File: src/rtl/bus_latch_arbiter.sv
// Round-robin arbiter that sequences LE/OE_n of NREQ latch drivers sharing one bus.
// Each grant runs LATCH -> DRIVE -> TURN with all outputs taken straight from flops.
module bus_latch_arbiter #(
  parameter int NREQ         = 4,
  parameter int DRIVE_CYCLES = 2,
  parameter int TURN_CYCLES  = 1
) (
  input  logic                    sysclk,
  input  logic                    sys_rst,
  input  logic [NREQ-1:0]         req,
  output logic [NREQ-1:0]         gnt,
  output logic [NREQ-1:0]         le,
  output logic [NREQ-1:0]         oe_n,
  output logic [NREQ-1:0]         done,
  output logic [$clog2(NREQ)-1:0] owner,
  output logic                    busy
);
  localparam int IW   = $clog2(NREQ);
  localparam int MAXC = (DRIVE_CYCLES > TURN_CYCLES) ? DRIVE_CYCLES : TURN_CYCLES;
  localparam int CW   = $clog2(MAXC + 1);

  typedef enum logic [1:0] {IDLE, LATCH, DRIVE, TURN} state_t;

  state_t          state_q, state_d;
  logic [CW-1:0]   cnt_q, cnt_d;
  logic [IW-1:0]   owner_q, owner_d;
  logic [IW-1:0]   rr_q, rr_d;
  logic [NREQ-1:0] gnt_q, gnt_d, le_q, le_d, oe_n_q, oe_n_d, done_q, done_d;
  logic            busy_q, busy_d;

  logic [IW-1:0]   pick;
  logic [IW:0]     scan;
  logic            found;
  logic [NREQ-1:0] sel_d;

  // Rotating scan starting at rr_q; first requester found wins.
  always_comb begin
    found = 1'b0;
    pick  = rr_q;
    scan  = '0;
    for (int i = 0; i < NREQ; i++) begin
      scan = (IW+1)'(rr_q) + (IW+1)'(i);
      if (scan >= (IW+1)'(NREQ)) scan = scan - (IW+1)'(NREQ);
      if (!found && req[scan[IW-1:0]]) begin
        found = 1'b1;
        pick  = scan[IW-1:0];
      end
    end
  end

  always_comb begin
    state_d = state_q;
    cnt_d   = cnt_q;
    owner_d = owner_q;
    rr_d    = rr_q;
    case (state_q)
      IDLE: if (found) begin
        owner_d = pick;
        state_d = LATCH;
      end
      LATCH: begin
        state_d = DRIVE;
        cnt_d   = CW'(DRIVE_CYCLES);
      end
      DRIVE: begin
        if (cnt_q == CW'(1)) begin
          rr_d = (owner_q == IW'(NREQ-1)) ? '0 : owner_q + IW'(1);
          if (TURN_CYCLES > 0) begin
            state_d = TURN;
            cnt_d   = CW'(TURN_CYCLES);
          end else begin
            state_d = IDLE;
          end
        end else begin
          cnt_d = cnt_q - CW'(1);
        end
      end
      default: begin
        if (cnt_q == CW'(1)) state_d = IDLE;
        else cnt_d = cnt_q - CW'(1);
      end
    endcase
  end

  // Outputs are computed from next state so they can be registered with no extra lag.
  always_comb begin
    sel_d  = {{(NREQ-1){1'b0}}, 1'b1} << owner_d;
    le_d   = (state_d == LATCH) ? sel_d : '0;
    gnt_d  = (state_d == LATCH || state_d == DRIVE) ? sel_d : '0;
    oe_n_d = (state_d == DRIVE) ? ~sel_d : '1;
    done_d = (state_d == DRIVE && cnt_d == CW'(1)) ? sel_d : '0;
    busy_d = (state_d != IDLE);
  end

  always_ff @(posedge sysclk or posedge sys_rst) begin
    if (sys_rst) begin
      state_q <= IDLE;
      cnt_q   <= '0;
      owner_q <= '0;
      rr_q    <= '0;
      gnt_q   <= '0;
      le_q    <= '0;
      oe_n_q  <= '1;
      done_q  <= '0;
      busy_q  <= 1'b0;
    end else begin
      state_q <= state_d;
      cnt_q   <= cnt_d;
      owner_q <= owner_d;
      rr_q    <= rr_d;
      gnt_q   <= gnt_d;
      le_q    <= le_d;
      oe_n_q  <= oe_n_d;
      done_q  <= done_d;
      busy_q  <= busy_d;
    end
  end

  assign gnt   = gnt_q;
  assign le    = le_q;
  assign oe_n  = oe_n_q;
  assign done  = done_q;
  assign owner = owner_q;
  assign busy  = busy_q;
endmodule

File: config.mk
export PLATFORM = sky130hd
export DESIGN_NAME = bus_latch_arbiter
export DESIGN_NICKNAME = d
export VERILOG_FILES = /design/src/rtl/bus_latch_arbiter.sv
export SDC_FILE = /design/constraint.sdc
export NUM_CORES = 1
export LEC_CHECK = 0
export ABC_AREA = 1
export BUFFER_PORTS_ARGS = -buffer_cell sky130_fd_sc_hd__buf_2
export CAP_MARGIN = 20
export CORE_AREA = 8 8 58 60
export DETAILED_ROUTE_END_ITERATION = 16
export DIE_AREA = 0 0 66 68
export GPL_TIMING_DRIVEN = 1
export PLACE_DENSITY = 0.8
export SETUP_SLACK_MARGIN = 0.05
export SYNTH_ARGS = -nofsm -noshare
export SYNTH_HDL_FRONTEND = slang
export SYNTH_SLANG_ARGS = --single-unit
File: constraint.sdc
create_clock -name sysclk -period 3.51 [get_ports sysclk]
set_input_delay 0.351 -clock sysclk [delete_from_list [all_inputs] [get_ports sysclk]]
set_output_delay 0.351 -clock sysclk [all_outputs]
set_load 0.02 [all_outputs]
==> results of run 1 <==
## kinds of logic after synthesis
| group | synth area share, % |
|---|---|
| AND/OR/NAND/NOR | 30.0 |
| AO/OA/AOI/OAI | 7.57 |
| flip-flops | 46.0 |
| buffers and inverters | 7.30 |
| adder cells (fa/ha/maj) | 9.12 |
## sequential cells by signal, indices dropped and copies added, names as in the netlist
register	flops
state_q	2
oe_n	4
gnt	4
done	4
le	4
rr_q	2
cnt_q	2
owner	2
busy	1
## worst max-delay path, stage by stage, from the launching register on
cell                       delay, ns
sky130_fd_sc_hd__dfrtp_1        0.56
sky130_fd_sc_hd__inv_4          0.09
sky130_fd_sc_hd__nand2_1        0.07
sky130_fd_sc_hd__nand2_1        0.10
sky130_fd_sc_hd__nand2_2        0.11
sky130_fd_sc_hd__nand2_4        0.08
sky130_fd_sc_hd__nor2_8         0.12
sky130_fd_sc_hd__nand3_2        0.09
sky130_fd_sc_hd__nand2_2        0.08
sky130_fd_sc_hd__nand3_1        0.07
sky130_fd_sc_hd__o211ai_1       0.07
sky130_fd_sc_hd__o21ai_0        0.16
sky130_fd_sc_hd__inv_1          0.12
sky130_fd_sc_hd__ha_1           0.24
sky130_fd_sc_hd__nand3_1        0.18
sky130_fd_sc_hd__nor2_1         0.14
## worst paths after layout
path / startpoint / end / slack [ns] / cells past startpoint
worst max-delay path: rr_q[0]$_DFFE_PP0P_ / done[2]$_DFF_PP0_ / 1.17 / 15
worst min-delay path: sys_rst / le[2]$_DFF_PP0_ / 0.20 / 2
worst max register to register: rr_q[0]$_DFFE_PP0P_ / done[2]$_DFF_PP0_ / 1.17 / 15
worst min register to register: owner[0]$_DFF_PP0_ / rr_q[0]$_DFFE_PP0P_ / 0.62 / 1
max in group asynchronous: sys_rst / le[0]$_DFF_PP0_ / 2.75 / 2
min in group sysclk: owner[0]$_DFF_PP0_ / rr_q[0]$_DFFE_PP0P_ / 0.62 / 1
## layer usage
metal	share of wire, %	track usage [%]	routed length [um]	up-vias
li1	-	-	-	550
met1	44	15.9	1180	513
met2	51	23.6	1360	22
met3	4.7	3.93	125	2
met4	0.30	1.07	8	0
met5	0	0	0	-
## layout make-up
class                           count  area [sq um]
Clock inverter                      1          5.00
Fill cell                         218          1030
Inverter                           20          77.6
Multi-Input combinational cell    110           641
Sequential cell                    25           631
Timing Repair Buffer               24           120
Clock buffer                        3          22.5
Tap cell                           31          38.8
## layout by cell type (no fill, tap or decap)
cell type,count
sky130_fd_sc_hd__clkbuf_4,3
sky130_fd_sc_hd__dfstp_2,4
sky130_fd_sc_hd__nand4_1,4
sky130_fd_sc_hd__nand3_1,13
sky130_fd_sc_hd__a21oi_4,1
sky130_fd_sc_hd__dfrtp_1,21
sky130_fd_sc_hd__ha_1,10
sky130_fd_sc_hd__or2_2,1
sky130_fd_sc_hd__inv_1,16
sky130_fd_sc_hd__nor2_8,1
sky130_fd_sc_hd__inv_2,3
sky130_fd_sc_hd__o21ai_1,2
sky130_fd_sc_hd__nand2_4,2
sky130_fd_sc_hd__nand2_2,10
sky130_fd_sc_hd__o211ai_1,1
sky130_fd_sc_hd__clkinv_2,1
sky130_fd_sc_hd__inv_4,1
sky130_fd_sc_hd__or2_4,1
sky130_fd_sc_hd__buf_2,24
sky130_fd_sc_hd__nand3_2,1
sky130_fd_sc_hd__nor2_1,15
sky130_fd_sc_hd__o21ai_0,6
sky130_fd_sc_hd__nand2_1,36
sky130_fd_sc_hd__o31ai_1,1
sky130_fd_sc_hd__o21ai_2,2
sky130_fd_sc_hd__a21oi_1,3
## through the flow
stage | hold slack [ns] | std cells | util, % | setup slack, ns | area, sq um
finish | 0.198 | 214 | 59.8 | 1.17 | 1540
global route | 0.284 | 214 | 59.8 | 0.885 | 1540
CTS | 0.233 | 214 | 59.8 | 1.18 | 1540
detailed placement | 0.587 | 210 | 58.7 | 1.18 | 1510
global placement | 0.560 | 210 | 58.7 | 1.32 | 1510
floorplan | 0.375 | 157 | - | 1.54 | 1370
==> Implementation_results.wiki, run 1 <==
{| class="wikitable"
! Metric !! Value
|-
| HPWL after detailed placement || 2170 um
|-
| Core region area || 0.00257 sq mm
|-
| Overflow after GRT || 0
|-
| Sequential area share after synthesis || 46.0%
|-
| Global-route usage over all layers || 13.2%
|-
| Largest buffer count on any clock path || 2
|-
| Worst clock skew || 0.0119 ns
|-
| Share of post-route cells with drive strength above 1 || 30.1%
|-
| TritonRoute pass-1 iters || 4
|-
| Area of the die || 0.00449 sq mm
|-
| Post-synth EDFFs || 0
|-
| Post-Synthesis Net Count || 173
|-
| Number of slew-limit violations in the final report || 0
|-
| Routed vias || 1087
|-
| Netlist area before placement || 0.00137 sq mm
|-
| Clock sink count || 25
|-
| Total of buffers placed on input and output ports || 24
|-
| Die Width || 66 um
|-
| Placer congestion estimate || 0.791
|-
| Yosys top cell area share || 38.3%
|-
| Cell type with the largest total area after synthesis || sky130_fd_sc_hd__dfrtp_1
|-
| Status || finished, final reports clean
|-
| Final setup fails || 0
|-
| Post-cts gate resize count || 0
|-
| Initial Utilization || 53.4%
|-
| Number of antenna repair diodes || 0
|-
| Antenna-violating nets left || 0
|-
| Global-route wire length before repair || 4730 um
|-
| Wire per inst || 12.5 um
|-
| Largest net degree at the start of global routing || 26
|-
| Share of flip-flops with an asynchronous set or reset || 100%
|-
| Post-Route Setup TNS || 0 ns
|-
| Arrival time reported for the critical path endpoint || 2.60 ns
|-
| Critical Path Fanout Max || 10
|-
| Final critical-path required period || 2.34 ns
|-
| Setup fix buffers added after clock tree synthesis || 0
|-
| Share of the clock period used by the worst path || 66.6%
|-
| Unrepaired setup endpoints after global routing || no
|-
| TritonCTS clock tree || yes
|-
| Hold buffer count at cts || 0
|-
| Detailed-route wire length || 2680 um
|-
| Top cells by instance count after synthesis || sky130_fd_sc_hd__nand2_1, sky130_fd_sc_hd__dfrtp_1, sky130_fd_sc_hd__inv_1
|-
| Clock Root Buffer || sky130_fd_sc_hd__clkbuf_4
|-
| Commonest register cell after synthesis || sky130_fd_sc_hd__dfrtp_1
|-
| Average via count per standard cell || 5.08
|-
| Mean cell area of the mapped netlist || 8.73 sq um
|-
| Maximum operating frequency || 428 MHz
|-
| Clock transition at the registers of the reported paths || 0.14 ns
|-
| Number of global-route vias before repair || 1105
|-
| Height of the chip || 68 um
|-
| Synth Register Bits || 25
|-
| Slew at the pin closest to its max-slew limit || 0.894 ns
|-
| Yosys synthesis warning count || 0
|-
| Count of final hold-check violations || 0
|-
| Area delta synth->final || 12.0%
|-
| Worst slew margin relative to its limit || 40.3%
|-
| Cell types with the largest area share after synthesis || sky130_fd_sc_hd__dfrtp_1, sky130_fd_sc_hd__nand2_1, sky130_fd_sc_hd__ha_1
|-
| Required @ worst endpoint || 3.77 ns
|-
| Unique masters post-synth || 24
|-
| Number of maximum-capacitance constraint violations || 0
|-
| Classification of the worst-slack hold path || input port to asynchronous set/reset pin
|-
| CTS H-Tree Depth || 1
|-
| Antenna violations before repair || 0
|-
| Post-route DRC violation count || 0
|-
| Drt first-iter violations || 60
|-
| Critical path type || flip-flop to flip-flop
|-
| Cell count after synthesis || 157
|-
| Critical path endpoint category || flip-flop
|-
| Number of cell rows || 19
|-
| Final net count || 200
|-
| CP Launch Type || flip-flop
|-
| Most frequent cell after synthesis || sky130_fd_sc_hd__nand2_1
|-
| Insertion delay of the later-clocked pin in the worst-skew pair || 0.32 ns
|-
| Number of ports placed on the die boundary || 25
|-
| TritonCTS Buffers || 3
|}
Power of run 1 is left out: the tool's default activity adds up to more than one toggle a clock period on the data nets, which glitch-free logic cannot reach.
==> run 2: changes to the inputs <==
--- a/config.mk
+++ b/config.mk
@@ -8,11 +8,11 @@
 export ABC_AREA = 1
 export BUFFER_PORTS_ARGS = -buffer_cell sky130_fd_sc_hd__buf_2
 export CAP_MARGIN = 20
-export CORE_AREA = 8 8 58 60
+export CORE_AREA = 8 8 62 64
 export DETAILED_ROUTE_END_ITERATION = 16
-export DIE_AREA = 0 0 66 68
+export DIE_AREA = 0 0 70 72
 export GPL_TIMING_DRIVEN = 1
-export PLACE_DENSITY = 0.8
+export PLACE_DENSITY = 0.73
 export SETUP_SLACK_MARGIN = 0.05
 export SYNTH_ARGS = -nofsm -noshare
 export SYNTH_HDL_FRONTEND = slang
==> constraint.sdc (replaced) <==
create_clock -name sysclk -period 1.9 [get_ports sysclk]
set_input_delay 0.19 -clock sysclk [delete_from_list [all_inputs] [get_ports sysclk]]
set_output_delay 0.19 -clock sysclk [all_outputs]
set_load 0.02 [all_outputs]
==> run 2 against run 1 <==
  * The flow now finishes with violations (setup timing)
  * Clock skew shrank 0.0038 ns
  * Worst setup slack got worse by 1.3 ns
  * Critical endpoint is now gnt[3]$_DFF_PP0_
  * Design area rose by 25%
==> Implementation_results.wiki, run 2 (same netlist as run 1, synthesis figures left out) <==
{| class="wikitable"
! Metric !! Value
|-
| Height of the chip || 72 um
|-
| Ordered cell list for the critical path || inv_4 > nand2_2 > nand2_2 > nand2_2 > nand2_4 > buf_6 > nand2_4 > nand2_1 > nand2_1 > nand2_1 > nand2_2 > a21oi_4 > nand3_2 > nor2_1
|-
| Status || finished, violations left
|-
| CTS H-Tree Depth || 1
|-
| Critical path type || flip-flop to flip-flop
|-
| Detailed-route wire length || 3490 um
|-
| Clock sink count || 25
|-
| Overflow after GRT || 0
|-
| Core region area || 0.00290 sq mm
|-
| Number of ports placed on the die boundary || 25
|-
| Clock transition at the registers of the reported paths || 0.15 ns
|-
| Count of final hold-check violations || 0
|-
| Share of the clock period used by the worst path || 104%
|-
| Final net count || 223
|-
| Die Width || 70 um
|-
| Largest net degree at the start of global routing || 26
|-
| Cell type group with the largest total delay on the critical path || simple AND/OR/NAND/NOR gates
|-
| Stages on the worst setup path || 14
|-
| Placer congestion estimate || 0.860
|-
| Worst slew margin relative to its limit || 69.5%
|-
| Number of global-route vias before repair || 1206
|-
| Max stage delay on crit path || 0.51 ns
|-
| Insertion delay of the later-clocked pin in the worst-skew pair || 0.33 ns
|-
| Arrival time reported for the critical path endpoint || 2.25 ns
|-
| Antenna violations before repair || 0
|-
| TritonCTS Buffers || 3
|-
| Beginning of the worst register-to-register path || rr_q[0]$_DFFE_PP0P_
|-
| Slack of the worst reg-to-reg path || -0.08 ns
|-
| TritonRoute pass-1 iters || 4
|-
| Initial Utilization || 47.2%
|-
| Violations in the final reports || setup timing
|-
| Worst clock skew || 0.00812 ns
|-
| Area of the die || 0.00504 sq mm
|-
| Antenna-violating nets left || 0
|-
| Critical Path Fanout Max || 8
|-
| Unrepaired setup endpoints after global routing || yes
|-
| Worst-case hold slack || 0.424 ns
|-
| Post-layout worst setup margin || -0.0779 ns
|-
| Most common cell after layout, fill and taps aside || sky130_fd_sc_hd__buf_2
|-
| Number of antenna repair diodes || 0
|-
| Most used cell, CP || sky130_fd_sc_hd__nand2_2
|-
| Slew at the pin closest to its max-slew limit || 0.453 ns
|-
| Crit-path slowest cell || sky130_fd_sc_hd__dfrtp_2
|-
| Global-route usage over all layers || 13.0%
|-
| Leading cell types in the layout, fill and taps excluded || sky130_fd_sc_hd__buf_2, sky130_fd_sc_hd__nand2_1, sky130_fd_sc_hd__dfrtp_1
|-
| Total of buffers placed on input and output ports || 24
|-
| Combined buffer and inverter count along the critical path || 2
|-
| Worst flop-to-flop path endpoint || gnt[3]$_DFF_PP0_
|-
| Area delta synth->final || 39.6%
|-
| Setup crit start || rr_q[0]$_DFFE_PP0P_
|-
| Number of maximum-capacitance constraint violations || 0
|-
| Clock Root Buffer || sky130_fd_sc_hd__clkbuf_4
|-
| Global-route wire length before repair || 5510 um
|-
| Maximum operating frequency || 506 MHz
|-
| Classification of the worst-slack hold path || input port to asynchronous set/reset pin
|-
| Largest buffer count on any clock path || 2
|-
| Wire per inst || 14.6 um
|-
| Final critical-path required period || 1.98 ns
|-
| Average via count per standard cell || 5.15
|-
| Post-route DRC violation count || 0
|-
| Required @ worst endpoint || 2.17 ns
|-
| Number of cell rows || 20
|-
| Routed vias || 1230
|-
| CP Launch Type || flip-flop
|-
| Share of post-route cells with drive strength above 1 || 56.3%
|-
| Number of slew-limit violations in the final report || 0
|-
| Critical path endpoint category || flip-flop
|-
| Drt first-iter violations || 60
|-
| TritonCTS clock tree || yes
|-
| Final setup fails || 13
|-
| HPWL after detailed placement || 2420 um
|-
| Number of cells on the worst reg-to-reg path || 14
|}
## run 2: cell types whose count changed in the layout (fill, tap and decap cells not counted), moves of 3 or more
| cell | delta |
|---|---|
| sky130_fd_sc_hd__buf_4 | +18 |
| sky130_fd_sc_hd__nand2_1 | -13 |
| sky130_fd_sc_hd__nor2_1 | -11 |
| sky130_fd_sc_hd__nor2_2 | +9 |
| sky130_fd_sc_hd__nand2_2 | +8 |
| sky130_fd_sc_hd__nand3_1 | -6 |
| sky130_fd_sc_hd__nand2_4 | +5 |
| sky130_fd_sc_hd__buf_6 | +4 |
| sky130_fd_sc_hd__inv_1 | -3 |
| sky130_fd_sc_hd__nand3_2 | +3 |
| sky130_fd_sc_hd__nand3_4 | +3 |
## run 2: layer usage
| layer | wire length, um | track usage (%) | share of wire, % |
|---|---|---|---|
| met5 | 0 | 0 | 0 |
| met3 | 130 | 2.46 | 3.7 |
| met2 | 1850 | 22.1 | 53 |
| met4 | 70 | 5.58 | 2.0 |
| met1 | 1440 | 15.6 | 41 |
## run 2: final cells by class
type | count | area (sq um)
timing repair buffer | 47 | 310
fill | 210 | 988
inverter | 20 | 80.1
clock inverter | 1 | 7.51
tap | 33 | 41.3
sequential | 25 | 633
clock buffer | 3 | 22.5
multi-input combinational | 110 | 820
## run 2: worst max path at each step
stage | to | slack, ns
2_1_floorplan | done[2]$_DFF_PP0_ | 0.05
3_3_place_gp | done[1]$_DFF_PP0_ | -0.07
3_5_place_dp | done[2]$_DFF_PP0_ | -0.17
4_1_cts | done[0]$_DFF_PP0_ | -0.05
5_1_grt | oe_n[3]$_DFF_PP1_ | -0.19
6_report | gnt[3]$_DFF_PP0_ | -0.08
## run 2: worst reg2reg max path, delay by kind of cell (launching register included)
kind / cells / cell delay (ns)
AOI/OAI and AO/OA: 1 / 0.26
DFF: 1 / 0.51
and+or+nand+nor: 11 / 0.92
buffers and inverters: 2 / 0.25
## run 2: through the flow
| step | utilization, % | area [sq um] | cells | setup slack [ns] | TNS [ns] |
|---|---|---|---|---|---|
| finish | 65.9 | 1910 | 239 | -0.0779 | -0.500 |
| global route | 65.9 | 1910 | 239 | -0.191 | -2.75 |
| CTS | 63.5 | 1840 | 237 | -0.0493 | -0.162 |
| detailed placement | 56.3 | 1630 | 226 | -0.171 | -1.46 |
| global placement | 56.3 | 1630 | 226 | -0.0681 | -0.148 |
| floorplan | - | 1390 | 157 | 0.0546 | 0 |
## run 2: timing repair
item,in CTS,in global routing
gates resized for setup,35,18
buffers inserted,6,2
hold buffers,1,0
setup endpoints to repair,18,19
endpoints found under the hold margin,21,0
pin swaps,14,18
Power of run 2 is left out for the same reason.
==> run 3: changes to the inputs <==
--- a/config.mk
+++ b/config.mk
@@ -8,9 +8,9 @@
 export ABC_AREA = 1
 export BUFFER_PORTS_ARGS = -buffer_cell sky130_fd_sc_hd__buf_2
 export CAP_MARGIN = 20
-export CORE_AREA = 8 8 62 64
+export CORE_AREA = 5 5 59 61
 export DETAILED_ROUTE_END_ITERATION = 16
-export DIE_AREA = 0 0 70 72
+export DIE_AREA = 0 0 64 66
 export GPL_TIMING_DRIVEN = 1
 export PLACE_DENSITY = 0.73
 export SETUP_SLACK_MARGIN = 0.05
==> run 3 against run 2 <==
  * The flow still finishes with violations (setup timing)
  * First-iteration DRC count up 1.7%
  * Sequential share of layout area up 0.13 points
  * Worst hold slack better by 0.012 ns
  * Critical path depth up 1
  * Critical path type unchanged
==> Implementation_results.wiki, run 3 (same netlist as run 1, synthesis figures left out) <==
{| class="wikitable"
! Metric !! Value
|-
| Status || finished, violations left
|-
| Violations in the final reports || setup timing
|-
| Arrival time reported for the critical path endpoint || 2.28 ns
|-
| Number of maximum-capacitance constraint violations || 0
|-
| Finished layout cell area || 0.00191 sq mm
|-
| Area delta synth->final || 39.1%
|-
| Antenna-violating nets left || 0
|-
| Slew at the pin closest to its max-slew limit || 0.522 ns
|-
| Number of slew-limit violations in the final report || 0
|-
| Drt first-iter violations || 61
|-
| Critical Path Fanout Max || 8
|-
| Leading cell types in the layout, fill and taps excluded || sky130_fd_sc_hd__nand2_1, sky130_fd_sc_hd__buf_4, sky130_fd_sc_hd__buf_2
|-
| Number of cell rows || 20
|-
| Clock Root Buffer || sky130_fd_sc_hd__clkbuf_4
|-
| Global-route usage over all layers || 17.3%
|-
| Final net count || 228
|-
| Core region area || 0.00293 sq mm
|-
| Insertion delay of the later-clocked pin in the worst-skew pair || 0.33 ns
|-
| TritonRoute pass-1 iters || 4
|-
| Share of the clock period used by the worst path || 106%
|-
| Total met2 wirelength after detailed routing || 1720 um
|-
| TritonCTS Buffers || 3
|-
| Critical path endpoint category || flip-flop
|-
| Largest buffer count on any clock path || 2
|-
| Placement Cell Area || 0.00168 sq mm
|-
| Placer congestion estimate || 0.882
|-
| Total of buffers placed on input and output ports || 24
|-
| Classification of the worst-slack hold path || input port to asynchronous set/reset pin
|-
| Die Width || 64 um
|-
| Filler cell count || 223
|-
| Unrepaired setup endpoints after global routing || yes
|-
| Wire per inst || 13.3 um
|-
| Most used cell, CP || sky130_fd_sc_hd__nand2_4
|-
| CP Launch Type || flip-flop
|-
| Post-placement worst setup slack || -0.145 ns
|-
| Antenna violations before repair || 0
|-
| Crit-path slowest cell || sky130_fd_sc_hd__dfrtp_2
|-
| Height of the chip || 66 um
|-
| Final critical-path required period || 2.02 ns
|-
| Maximum operating frequency || 495 MHz
|-
| TritonCTS clock tree || yes
|-
| Clock sink count || 25
|-
| Worst clock skew || 0.0100 ns
|-
| Sum of routed wire segments on met1 || 1370 um
|-
| HPWL after detailed placement || 2290 um
|-
| Average via count per standard cell || 5.07
|-
| Routed met3 length || 137 um
|-
| Initial Utilization || 46.8%
|-
| Worst slew margin relative to its limit || 64.8%
|-
| Required @ worst endpoint || 2.16 ns
|-
| Post-route DRC violation count || 0
|-
| Area of the die || 0.00422 sq mm
|-
| Post-layout worst setup margin || -0.119 ns
|-
| Max stage delay on crit path || 0.50 ns
|-
| Top routing layer used || met4
|-
| Count of final hold-check violations || 0
|-
| Detailed-route wire length || 3250 um
|-
| Final setup fails || 16
|-
| Most common cell after layout, fill and taps aside || sky130_fd_sc_hd__nand2_1
|-
| Ordered cell list for the critical path || inv_4 > nand2_4 > nand2_4 > nand2_2 > nand2_4 > nor2_8 > nand3_4 > nand2_2 > nand3_2 > o211ai_1 > o21ai_2 > inv_2 > ha_4 > nand3_4 > nor2_2
|-
| Share of post-route cells with drive strength above 1 || 51.7%
|-
| Number of ports placed on the die boundary || 25
|-
| Overflow after GRT || 0
|-
| Number of cells on the worst reg-to-reg path || 15
|-
| Routed vias || 1237
|-
| Number of global-route vias before repair || 1292
|-
| Critical path type || flip-flop to flip-flop
|-
| Non-filler instance count after layout || 244
|-
| Global-route wire length before repair || 5820 um
|-
| Largest net degree at the start of global routing || 26
|-
| Number of antenna repair diodes || 0
|-
| Number of placed instances with taps included || 230
|-
| Clock transition at the registers of the reported paths || 0.15 ns
|-
| CTS H-Tree Depth || 1
|}
-- run 3: cell types whose count changed in the layout (fill, tap and decap cells not counted), sizes merged --
| cell | delta |
|---|---|
| buf | +5 |
-- run 3: routing by layer --
metal	GRT usage, %	vias up
met2	32.4	26
li1	-	606
met5	0	-
met3	3.57	4
met1	19.9	601
met4	3.90	0
-- run 3: layout make-up --
type,instances,area [sq um],area share (%)
timing repair buffer,52,345,18.1
multi-input combinational,110,779,40.9
clock buffer,3,22.5,1.18
sequential,25,633,33.2
inverter,20,77.6,4.07
clock inverter,1,7.51,0.394
tap,33,41.3,2.17
-- run 3: what timing repair did --
item                       4_1_cts  5_1_grt
hold buffers                     1        0
resized for setup               25        8
setup endpoints to repair       18       19
pin swaps                       12        5
hold endpoints to repair        21        0
buffers inserted                 9        0
-- run 3: worst paths after layout --
path                                      from             endpoint  slack (ns)
setup reg to reg           rr_q[0]$_DFFE_PP0P_    done[0]$_DFF_PP0_       -0.12
setup / recovery           rr_q[0]$_DFFE_PP0P_    done[0]$_DFF_PP0_       -0.12
max in group asynchronous              sys_rst    oe_n[1]$_DFF_PP1_        1.18
hold / removal                         sys_rst     gnt[3]$_DFF_PP0_        0.44
hold reg to reg             owner[0]$_DFF_PP0_  rr_q[0]$_DFFE_PP0P_        0.62
min in group sysclk         owner[0]$_DFF_PP0_  rr_q[0]$_DFFE_PP0P_        0.62
-- run 3: critical path: cells and delay by family (launching register included) --
family	cells	cell delay (ns)
simple gates	10	0.88
flops	1	0.50
compound gates	2	0.24
fa+ha+maj	1	0.16
buf+inv	2	0.18
-- run 3: through the flow --
step | TNS, ns | utilization (%) | hold WS [ns]
floorplan | 0 | - | 0.214
finish | -0.737 | 65.1 | 0.436
global placement | -0.153 | 57.2 | 0.244
detailed placement | -1.30 | 57.2 | 0.255
CTS | -0.0799 | 64.0 | 0.422
global route | -3.64 | 65.1 | 0.455
Power of run 3 is left out for the same reason.
